$ cat src/rtl/vga_rect_fill_ctrl_if.sv
// Bus bundle between the rectangle-fill controller and the VGA register window.
// Write channel: wr_addr, wr_data, wr_byteEn, wr_valid (master out), wr_ready (master in).
// Read channel:  rd_addr, rd_byteEn, rd_valid (master out), rd_ready, rd_data (master in).
interface vga_rect_fill_ctrl_if;
  logic [31:0] wr_addr;
  logic [31:0] wr_data;
  logic [3:0]  wr_byteEn;
  logic        wr_valid;
  logic        wr_ready;
  logic [31:0] rd_addr;
  logic [3:0]  rd_byteEn;
  logic        rd_valid;
  logic        rd_ready;
  logic [31:0] rd_data;

  modport master (
    output wr_addr, wr_data, wr_byteEn, wr_valid,
    input  wr_ready,
    output rd_addr, rd_byteEn, rd_valid,
    input  rd_ready, rd_data
  );

  modport slave (
    input  wr_addr, wr_data, wr_byteEn, wr_valid,
    output wr_ready,
    input  rd_addr, rd_byteEn, rd_valid,
    output rd_ready, rd_data
  );
endinterface

$ cat src/rtl/vga_rect_fill_ctrl.sv
// Rectangle fill controller for a VGA peripheral with an auto-incrementing pixel cursor.
// Each row is drawn as: write X, write Y, then w writes of the colour to DATA.
// Ports:
//   clock, reset       - single clock, synchronous active-high reset
//   cmd_valid/ready    - command handshake; cmd_x/y/w/h/color/vsync latched on accept
//   abort              - stop after the current row (sticky until the command ends)
//   busy, done         - command in progress / one-cycle end-of-command pulse
//   bus                - write and read master channels into the VGA register window
module vga_rect_fill_ctrl #(
  parameter logic [31:0] VGA_ADDR = 32'h1000_0000,
  parameter int unsigned MAX_W    = 640,
  parameter int unsigned MAX_H    = 480
) (
  input  logic        clock,
  input  logic        reset,
  input  logic        cmd_valid,
  output logic        cmd_ready,
  input  logic [10:0] cmd_x,
  input  logic [9:0]  cmd_y,
  input  logic [10:0] cmd_w,
  input  logic [9:0]  cmd_h,
  input  logic [23:0] cmd_color,
  input  logic        cmd_vsync,
  input  logic        abort,
  output logic        busy,
  output logic        done,
  vga_rect_fill_ctrl_if.master bus
);

  localparam logic [11:0] MaxW     = 12'(MAX_W);
  localparam logic [11:0] MaxH     = 12'(MAX_H);
  localparam logic [31:0] AddrX    = VGA_ADDR + 32'h04;
  localparam logic [31:0] AddrY    = VGA_ADDR + 32'h08;
  localparam logic [31:0] AddrData = VGA_ADDR + 32'h0c;
  localparam logic [31:0] AddrScan = VGA_ADDR + 32'h1c;

  typedef enum logic [2:0] {
    StIdle, StVbWaitActive, StVbWaitBlank, StSetX, StSetY, StFill, StFinish
  } state_e;

  state_e      state_q, state_d;
  logic [10:0] x_q, x_d;
  logic [11:0] y_q, y_d, y_last_q, y_last_d, w_q, w_d, cnt_q, cnt_d;
  logic [23:0] color_q, color_d;
  logic        abort_q, abort_d, done_q, done_d;
  logic        wr_valid_q, wr_valid_d, rd_valid_q, rd_valid_d;
  logic [31:0] wr_addr_q, wr_addr_d, wr_data_q, wr_data_d, rd_addr_q, rd_addr_d;
  logic [3:0]  byte_en_q, byte_en_d;

  // Clipping in 12 bits so x+w and y+h cannot wrap.
  logic [11:0] x_ext, y_ext, w_ext, h_ext, w_room, h_room, w_clip, h_clip;
  logic        abort_seen, scan_zero;
  logic        unused_rd_data;

  assign x_ext  = {1'b0, cmd_x};
  assign y_ext  = {2'b0, cmd_y};
  assign w_ext  = {1'b0, cmd_w};
  assign h_ext  = {2'b0, cmd_h};
  assign w_room = (x_ext >= MaxW) ? 12'd0 : MaxW - x_ext;
  assign h_room = (y_ext >= MaxH) ? 12'd0 : MaxH - y_ext;
  assign w_clip = (w_ext < w_room) ? w_ext : w_room;
  assign h_clip = (h_ext < h_room) ? h_ext : h_room;

  assign abort_seen     = abort_q | abort;
  assign scan_zero      = (bus.rd_data[9:0] == 10'd0);
  assign unused_rd_data = ^bus.rd_data[31:10];

  always_comb begin
    state_d    = state_q;
    x_d        = x_q;
    y_d        = y_q;
    y_last_d   = y_last_q;
    w_d        = w_q;
    cnt_d      = cnt_q;
    color_d    = color_q;
    abort_d    = abort_q | (abort & (state_q != StIdle));
    done_d     = 1'b0;
    wr_valid_d = wr_valid_q;
    wr_addr_d  = wr_addr_q;
    wr_data_d  = wr_data_q;
    rd_valid_d = rd_valid_q;
    rd_addr_d  = rd_addr_q;
    byte_en_d  = byte_en_q;

    case (state_q)
      StIdle: begin
        if (cmd_valid) begin
          x_d      = cmd_x;
          y_d      = y_ext;
          y_last_d = y_ext + h_clip - 12'd1;
          w_d      = w_clip;
          color_d  = cmd_color;
          cnt_d    = 12'd0;
          if (w_clip == 12'd0 || h_clip == 12'd0) state_d = StFinish;
          else if (cmd_vsync)                     state_d = StVbWaitActive;
          else                                    state_d = StSetX;
        end
      end
      StVbWaitActive, StVbWaitBlank: begin
        if (!rd_valid_q) begin
          if (abort_seen) begin
            state_d = StFinish;
          end else begin
            rd_valid_d = 1'b1;
            rd_addr_d  = AddrScan;
            byte_en_d  = 4'hF;
          end
        end else if (bus.rd_ready) begin
          rd_valid_d = 1'b0;
          if (abort_seen)                                 state_d = StFinish;
          else if (state_q == StVbWaitActive && !scan_zero) state_d = StVbWaitBlank;
          else if (state_q == StVbWaitBlank && scan_zero)   state_d = StSetX;
        end
      end
      StSetX, StSetY, StFill: begin
        if (!wr_valid_q) begin
          wr_valid_d = 1'b1;
          byte_en_d  = 4'hF;
          if (state_q == StSetX) begin
            wr_addr_d = AddrX;
            wr_data_d = {21'd0, x_q};
          end else if (state_q == StSetY) begin
            wr_addr_d = AddrY;
            wr_data_d = {20'd0, y_q};
          end else begin
            wr_addr_d = AddrData;
            wr_data_d = {8'd0, color_q};
          end
        end else if (bus.wr_ready) begin
          wr_valid_d = 1'b0;
          if (state_q == StSetX) begin
            state_d = StSetY;
          end else if (state_q == StSetY) begin
            cnt_d   = 12'd0;
            state_d = StFill;
          end else if (cnt_q == w_q - 12'd1) begin
            // Abort only takes effect once the row in flight is complete.
            if (abort_seen || y_q == y_last_q) begin
              state_d = StFinish;
            end else begin
              y_d     = y_q + 12'd1;
              state_d = StSetX;
            end
          end else begin
            cnt_d = cnt_q + 12'd1;
          end
        end
      end
      StFinish: begin
        // done is registered, so the pulse appears in the cycle after FINISH.
        done_d  = 1'b1;
        abort_d = 1'b0;
        state_d = StIdle;
      end
      default: state_d = StIdle;
    endcase
  end

  always_ff @(posedge clock) begin
    if (reset) begin
      state_q    <= StIdle;
      x_q        <= 11'd0;
      y_q        <= 12'd0;
      y_last_q   <= 12'd0;
      w_q        <= 12'd0;
      cnt_q      <= 12'd0;
      color_q    <= 24'd0;
      abort_q    <= 1'b0;
      done_q     <= 1'b0;
      wr_valid_q <= 1'b0;
      wr_addr_q  <= 32'd0;
      wr_data_q  <= 32'd0;
      rd_valid_q <= 1'b0;
      rd_addr_q  <= 32'd0;
      byte_en_q  <= 4'd0;
    end else begin
      state_q    <= state_d;
      x_q        <= x_d;
      y_q        <= y_d;
      y_last_q   <= y_last_d;
      w_q        <= w_d;
      cnt_q      <= cnt_d;
      color_q    <= color_d;
      abort_q    <= abort_d;
      done_q     <= done_d;
      wr_valid_q <= wr_valid_d;
      wr_addr_q  <= wr_addr_d;
      wr_data_q  <= wr_data_d;
      rd_valid_q <= rd_valid_d;
      rd_addr_q  <= rd_addr_d;
      byte_en_q  <= byte_en_d;
    end
  end

  assign cmd_ready     = (state_q == StIdle);
  assign busy          = (state_q != StIdle);
  assign done          = done_q;
  assign bus.wr_valid  = wr_valid_q;
  assign bus.wr_addr   = wr_addr_q;
  assign bus.wr_data   = wr_data_q;
  assign bus.wr_byteEn = byte_en_q;
  assign bus.rd_valid  = rd_valid_q;
  assign bus.rd_addr   = rd_addr_q;
  assign bus.rd_byteEn = byte_en_q;

endmodule

$ cat src/flat_wrapper.sv
// flat-port wrapper written by rule: the top's interface ports become plain ports
module vga_rect_fill_ctrl_flat 
#(
  parameter logic [31:0] VGA_ADDR = 32'h1000_0000,
  parameter int unsigned MAX_W    = 640,
  parameter int unsigned MAX_H    = 480
)
  (clock, reset, cmd_valid, cmd_ready, cmd_x, cmd_y, cmd_w, cmd_h, cmd_color, cmd_vsync, abort, busy, done, bus_wr_addr, bus_wr_data, bus_wr_byteEn, bus_wr_valid, bus_wr_ready, bus_rd_addr, bus_rd_byteEn, bus_rd_valid, bus_rd_ready, bus_rd_data);
  vga_rect_fill_ctrl_if bus_i ();
  input  logic clock;
  input  logic reset;
  input  logic cmd_valid;
  output logic cmd_ready;
  input  logic [10:0] cmd_x;
  input  logic [9:0] cmd_y;
  input  logic [10:0] cmd_w;
  input  logic [9:0] cmd_h;
  input  logic [23:0] cmd_color;
  input  logic cmd_vsync;
  input  logic abort;
  output logic busy;
  output logic done;
  output wire logic [$bits(bus_i.wr_addr)-1:0] bus_wr_addr;
  output wire logic [$bits(bus_i.wr_data)-1:0] bus_wr_data;
  output wire logic [$bits(bus_i.wr_byteEn)-1:0] bus_wr_byteEn;
  output wire logic [$bits(bus_i.wr_valid)-1:0] bus_wr_valid;
  input wire logic [$bits(bus_i.wr_ready)-1:0] bus_wr_ready;
  output wire logic [$bits(bus_i.rd_addr)-1:0] bus_rd_addr;
  output wire logic [$bits(bus_i.rd_byteEn)-1:0] bus_rd_byteEn;
  output wire logic [$bits(bus_i.rd_valid)-1:0] bus_rd_valid;
  input wire logic [$bits(bus_i.rd_ready)-1:0] bus_rd_ready;
  input wire logic [$bits(bus_i.rd_data)-1:0] bus_rd_data;
  assign bus_wr_addr = bus_i.wr_addr;
  assign bus_wr_data = bus_i.wr_data;
  assign bus_wr_byteEn = bus_i.wr_byteEn;
  assign bus_wr_valid = bus_i.wr_valid;
  assign bus_i.wr_ready = bus_wr_ready;
  assign bus_rd_addr = bus_i.rd_addr;
  assign bus_rd_byteEn = bus_i.rd_byteEn;
  assign bus_rd_valid = bus_i.rd_valid;
  assign bus_i.rd_ready = bus_rd_ready;
  assign bus_i.rd_data = bus_rd_data;
  vga_rect_fill_ctrl #(.VGA_ADDR(VGA_ADDR), .MAX_W(MAX_W), .MAX_H(MAX_H)) u_core (.clock(clock), .reset(reset), .cmd_valid(cmd_valid), .cmd_ready(cmd_ready), .cmd_x(cmd_x), .cmd_y(cmd_y), .cmd_w(cmd_w), .cmd_h(cmd_h), .cmd_color(cmd_color), .cmd_vsync(cmd_vsync), .abort(abort), .busy(busy), .done(done), .bus(bus_i));
endmodule
$ cat config.mk
export PLATFORM = sky130hd
export DESIGN_NAME = vga_rect_fill_ctrl_flat
export DESIGN_NICKNAME = d
export VERILOG_FILES = /design/src/rtl/vga_rect_fill_ctrl_if.sv /design/src/rtl/vga_rect_fill_ctrl.sv /design/src/flat_wrapper.sv
export SDC_FILE = /design/constraint.sdc
export NUM_CORES = 1
export LEC_CHECK = 0
export ABC_AREA = 1
export CAP_MARGIN = 10
export CORE_UTILIZATION = 35
export CTS_CLUSTER_DIAMETER = 120
export DETAILED_ROUTE_END_ITERATION = 12
export GPL_TIMING_DRIVEN = 0
export SLEW_MARGIN = 25
export SYNTH_ARGS = -nofsm -noshare
export SYNTH_HDL_FRONTEND = slang
export SYNTH_SLANG_ARGS = --single-unit
$ cat constraint.sdc
create_clock -name clock -period 6.86 [get_ports clock]
set_input_delay 1.029 -clock clock [delete_from_list [all_inputs] [get_ports clock]]
set_output_delay 1.029 -clock clock [all_outputs]
set_load 0.01 [all_outputs]
; Word-level counts from Yosys, hierarchy flattened
; Index checks and enable logic that the tools add are counted.
; Widths: inputs -> output; s select.
[totals]
wordCells = 126
out_inout_bits = 109
regBits = 159
input_bits = 105
[op_classes]
n_mux = 49
bitwise = 6
n_addsub = 7
eq_ne = 23
magnitude_cmp = 4
n_reduce_logical = 22
[ops]
columns = op, count
row1 = $mux 12, 17
row2 = $mux 32, 2
row3 = $pmux 12 s2, 2
row4 = $mux 3, 15
row5 = $add 12x1->12 const B, 2
row6 = $eq 12x12->1, 2
row7 = $logic_not 12->1, 2
row8 = $mux 24, 1
row9 = $sub 12x1->12 const B, 2
row10 = $ne 2x2->1 const B, 8
row11 = $add 10x12->12, 1
row12 = $lt 10x12->1, 1
row13 = $lt 11x12->1, 1
row14 = $mux 4, 3
row15 = $sub 10x11->12 const A, 1
row16 = $ge 11x10->1 const B, 1
row17 = $sub 9x10->11 const A, 1
row18 = $ge 10x9->1 const B, 1
row19 = $logic_not 10->1, 1
row20 = $eq 3x3->1 const B, 3
row21 = $pmux 3 s3, 1
row22 = $ne 4x1->1 const B, 2
row23 = $pmux 4 s2, 1
row24 = $reduce_and 8->1, 1
row25 = other kinds (24), 39

; Longest topological paths before layout
; Gate-level depths: netlist of run 1.
[depth]
ltp_word = 9
ltp_mapped = 37
mapped_depth_nobuf = 37

; Worst setup path after synthesis of run 1
; OpenSTA, ideal clock, no wires.
[synth_timing]
path_type = input-to-reg
from = input port cmd_y[0]
to = register u_core.y_last_q[10]
setup_time_ns = 0.113
required_time_ns = 6.747
path_buffers = 1
arrival_ns = 4.975
cell_stages = 35
setup_slack_ns = 1.772
cell_sequence = inv_1 ha_1 inv_1 nor2_1 a21oi_1 nand2_1 nand2_1 nand2_1 inv_1 nand3_1 ha_1 a21oi_1 o21ai_0 nand2_1 nand2_1 nand2_1 buf_2 nand3_1 and2_1 ha_1 inv_1 ha_1 nand2_1 nor2_1 a211oi_1 o21ai_0 nand2_1 nand2_1 a21oi_1 inv_1 a21oi_1 o21ai_0 xor2_1 o21ai_1 inv_1
[synth_between]
elab_chain_cells = 6
elab_cells_between_ends = 7
classes_between = add/sub (3) / order compare (2) / mux (2)
[synth_rtl]
columns = element, line_no
row1 = start: declaration, flat_wrapper.sv:15  ; input logic [9:0] cmd_y;
row2 = $sub 9x10->11 or $ge 10x9->1 (tied branches), vga_rect_fill_ctrl.sv:60  ; assign h_room = (y_ext >= MaxH) ? 12'd0 : MaxH - y_ext;
row3 = $mux 12, vga_rect_fill_ctrl.sv:60
row4 = $lt 10x12->1, vga_rect_fill_ctrl.sv:62  ; assign h_clip = (h_ext < h_room) ? h_ext : h_room;
row5 = $mux 12, vga_rect_fill_ctrl.sv:62
row6 = $add 10x12->12 *, vga_rect_fill_ctrl.sv:90  ; y_last_d = y_ext + h_clip - 12'd1;
row7 = $sub 12x1->12 *, vga_rect_fill_ctrl.sv:90
row8 = end signal: assignment, vga_rect_fill_ctrl.sv:180  ; y_last_q <= y_last_d;
row9 = end: declaration, vga_rect_fill_ctrl.sv:43  ; logic [11:0] y_q, y_d, y_last_q, y_last_d, w_q, w_d, cnt_q, cnt_d;
; Every way passes the cells marked *; elsewhere a longest branch is shown, timed or not.
; A chain may end at the register's enable or synchronous reset.

; Worst setup path in the final report of run 1
; Ends and elaborated chain as after synthesis.

==> metrics.md, run 1 <==
| Metric | Value |
|---|---|
| Pre-antenna DRT Iters | 5 |
| Post-Synth Simple-Gate Area | 0.2560 |
| Final Instance Area | 10550 um^2 |
| Async S/R FF share, synth | 0 |
| Synth Area in Compound Gates | 0.1611 |
| Worst Hold Class | reg2reg |
| Slew headroom | 0.5308 |
| Most frequent CP cell | nand2_1 |
| Crit. End Element | register |
| Antenna cells | 0 |
| Total CTS buffers | 17 |
| Pin count of the biggest net entering global routing | 17 |
| Maxcap violations | 0 |
| Post-CTS Hold Buffers | 0 |
| Worst-Margin Slew | 0.7038 ns |
| Area growth, synth to finish | 30.33% |
| Status | completed |
| Max-slew violations | 0 |
| Drt wl/cell | 13.49 um |
| Starting Density | 0.3574 |
| Largest family of logic cells by synthesized area | simple AND/OR/NAND/NOR gates |
| FF-to-FF Start | u_core.state_q[0]$_SDFFE_PP0P_ |
| Syn_area_per_cell | 6.778 um^2 |
| # rows | 55 |
| Yosys warning count | 0 |
| Input/output buffers | 126 |
| FF-to-FF End | u_core.bus.wr_data[9]$_SDFFE_PP0P_ |
| Post-synthesis mux area share | 0 |
| CP Data Required Time | 7.18 ns |
| Die ar. | 23730 um^2 |
| Clock sink count | 119 |
| Pleak | 4.860 nW |
| TritonCTS clock tree | done |
| EDFF count, synth | 0 |
| Storage cell area | 2382 um^2 |
| Average vias per placed instance | 4.627 |
| Final setup viols | 0 |
| CP arrival | 6.26 ns |
| Crit-path max FO | 9 |
| Synthesized area | 8093 um^2 |
| Hold endpoint | u_core.bus.wr_data[14]$_SDFFE_PP0P_ |
| Max IR drop VDD | 202.5 uV |
| #FFs+latches synth | 119 |
| Min-Delay Startpoint | u_core.bus.wr_data[14]$_SDFFE_PP0P_ |
| Final setup TNS | 0 ns |
| Fraction of layout cells with a size suffix above 1 | 0.1114 |
| R2R depth | 9 |
| RSZ-0062 raised after global routing | no |
| Via count | 7880 |
| Clk_skew | 0.005753 ns |
| Post_cts resized | 0 |
| Chip Height | 154.1 um |
| Post-route DRC | 0 |
| First-pass GRT wire length | 36800 um |
| Power per cell area | 360.7 nW/um^2 |
| Filler cells | 2353 |
| H-tree levels | 4 |
| Vias in the first global route | 7248 |
| Kind of critical path | in2reg |
| Placer Congestion | 0.9101 |
| Post-DP HPWL | 18350 um |
| Worst Hold Depth | 2 |
| CP peak stage delay | 0.55 ns |
| Final Hold Fails | 0 |
| Min Tclk post-route | 5.937 ns |
| Sequential area share after synthesis | 0.2944 |
| Area of the core | 22640 um^2 |
| Gr usage total | 0.1973 |
| Antenna violations before repair | 0 |
| Number of top-level pins | 214 |
| Placed Area | 9958 um^2 |
| Post-route ant nets | 0 |
| Die W | 154.1 um |
| Iteration-0 DRC Markers | 471 |
| CTS Root Cell | clkbuf_16 |
| Area of the multi-input gates | 4612 um^2 |
| Synth Area in Adders | 0.07050 |
| Gr ovfl total | 0 |
| Worst setup SP type | primary input |
| Final Cycle Share | 0.8655 |
| Post-synthesis cell type count | 49 |
| Top_reg_cell synth | dfxtp_1 |
| Routed wire length | 22970 um |
| CTS max path bufs | 2 |
| Synth Area in XOR/XNOR | 0.05071 |
| Final net count | 1555 |
| Slowest cell on crit path | clkdlybuf4s50_1 |
| FF-to-FF setup slack | 4.07 ns |
| Reg clk slew, reported paths | 0.06 ns |
| Worst-Skew Late Latency | 0.43 ns |
| Fmax | 168.4 MHz |
| Mapped Cells | 1194 |
| Post-CTS Setup Bufs | 0 |
-- critical path: cells and delay by family --
kind                       cells  cell delay, ns
AOI/OAI and AO/OA              9            1.58
and+or+nand+nor               15            1.25
adders and majority gates      4            1.13
buffers and inverters          7            1.08
xor gates and xnor gates       1            0.16
-- worst max path at each step --
stage	from	endpoint	cells after the start
after global routing	cmd_y[0]	u_core.y_last_q[10]$_SDFFE_PP0P_	36
after CTS	cmd_y[0]	u_core.y_last_q[10]$_SDFFE_PP0P_	36
final	cmd_y[0]	u_core.y_last_q[10]$_SDFFE_PP0P_	36
after floorplan	cmd_y[0]	u_core.y_last_q[10]$_SDFFE_PP0P_	35
after detailed placement	cmd_y[0]	u_core.y_last_q[10]$_SDFFE_PP0P_	36
after global placement	cmd_y[0]	u_core.y_last_q[10]$_SDFFE_PP0P_	36
-- per-layer routing --
layer	routed length, um	vias to the layer above	track usage
met5	0	-	0
li1	-	4143	-
met1	10500	3524	0.2495
met4	477	0	0.06381
met3	1122	30	0.03664
met2	10870	183	0.3368
-- synth_stat cells (10+ instances only) --
cell | instances | area share
o21ai_1 | 10 | 0.0062
nand4_1 | 10 | 0.0077
xnor2_1 | 15 | 0.016
o211ai_1 | 10 | 0.0093
clkbuf_1 | 27 | 0.013
o21ai_0 | 90 | 0.056
ha_1 | 44 | 0.068
nand3_1 | 64 | 0.040
a211oi_1 | 26 | 0.024
nor2_1 | 156 | 0.072
inv_1 | 144 | 0.067
a21oi_1 | 77 | 0.048
dfxtp_1 | 119 | 0.29
xor2_1 | 30 | 0.032
buf_4 | 76 | 0.071
nor3_1 | 16 | 0.0099
nand2_1 | 200 | 0.093
-- cell families (layout without fill, tap and decap cells) --
group,Yosys count,count (layout)
other cells,2,68
flops,119,119
simple gates,482,482
buf+inv,270,428
fa+ha+maj,45,45
xor+xnor,46,46
compound gates,230,230
-- cell type report --
cell class / instances / area share
inverter: 151 / 0.05386
buffer: 119 / 0.07378
clock buffer: 18 / 0.04164
clock inverter: 14 / 0.01423
timing repair buffer: 126 / 0.1196
tap: 285 / 0.03381
multi-input combinational: 871 / 0.4372
sequential: 119 / 0.2259
-- power breakdown --
group	leakage, nW	switching, W	total, W	internal [W]
Combinational	3.60	0.00113	0.00188	0.000744
Sequential	0.978	0.000155	0.00104	0.000885
Clock	0.283	0.000341	0.000887	0.000546
-- registers in the layout (all words and copies together) (netlist names) --
signal and cells:
u_core.bus.wr_data 24, u_core.color_q 24, u_core.cnt_q 12, u_core.w_q 12, u_core.y_last_q 12, u_core.y_q 12
u_core.x_q 11, u_core.bus.wr_addr 3, u_core.state_q 3, u_core.abort_q 1, u_core.bus.rd_addr 1, u_core.bus.rd_byteEn 1
u_core.bus.rd_valid 1, u_core.bus.wr_valid 1, u_core.done 1
-- through the flow --
stage / power (W) / utilization / setup slack, ns / hold slack, ns / std cells
5_1_grt: 0.004110 / 0.4659 / 0.2289 / 0.4907 / 1703
6_report: 0.003804 / 0.4659 / 0.9227 / 0.4640 / 1703
2_1_floorplan: 0.002317 / - / 1.772 / 0.4362 / 1260
4_1_cts: 0.003816 / 0.4659 / 0.8847 / 0.4687 / 1703
3_3_place_gp: 0.002906 / 0.4398 / 0.5165 / 0.4572 / 1671
3_5_place_dp: 0.002922 / 0.4398 / 0.4363 / 0.4584 / 1671
-- layout by cell type (no fill, tap or decap), drive strengths merged, types with 3 or more instances in the layout --
| cell | instances |
|---|---|
| a21oi | 81 |
| clkinv | 8 |
| nand2 | 207 |
| nor4 | 4 |
| a211oi | 27 |
| nor3 | 19 |
| dfxtp | 119 |
| o21ai | 102 |
| inv | 152 |
| clkinvlp | 3 |
| xnor2 | 15 |
| or2 | 4 |
| nand3b | 5 |
| clkbuf | 45 |
| nand3 | 66 |
| o211ai | 10 |
| ha | 44 |
| conb | 68 |
| buf | 92 |
| xor2 | 31 |
| nor2 | 164 |
| clkdlybuf4s50 | 126 |
| nand4 | 10 |
(Power assumes the default switching activity.)
==> run 2, diff against run 1 <==
SKIP_CTS_REPAIR_TIMING = 1   (was default)
SKIP_LAST_GASP = 1   (was default)
==> results of run 2 <==
Final layout, timing and power as in run 1 (identical DEF).
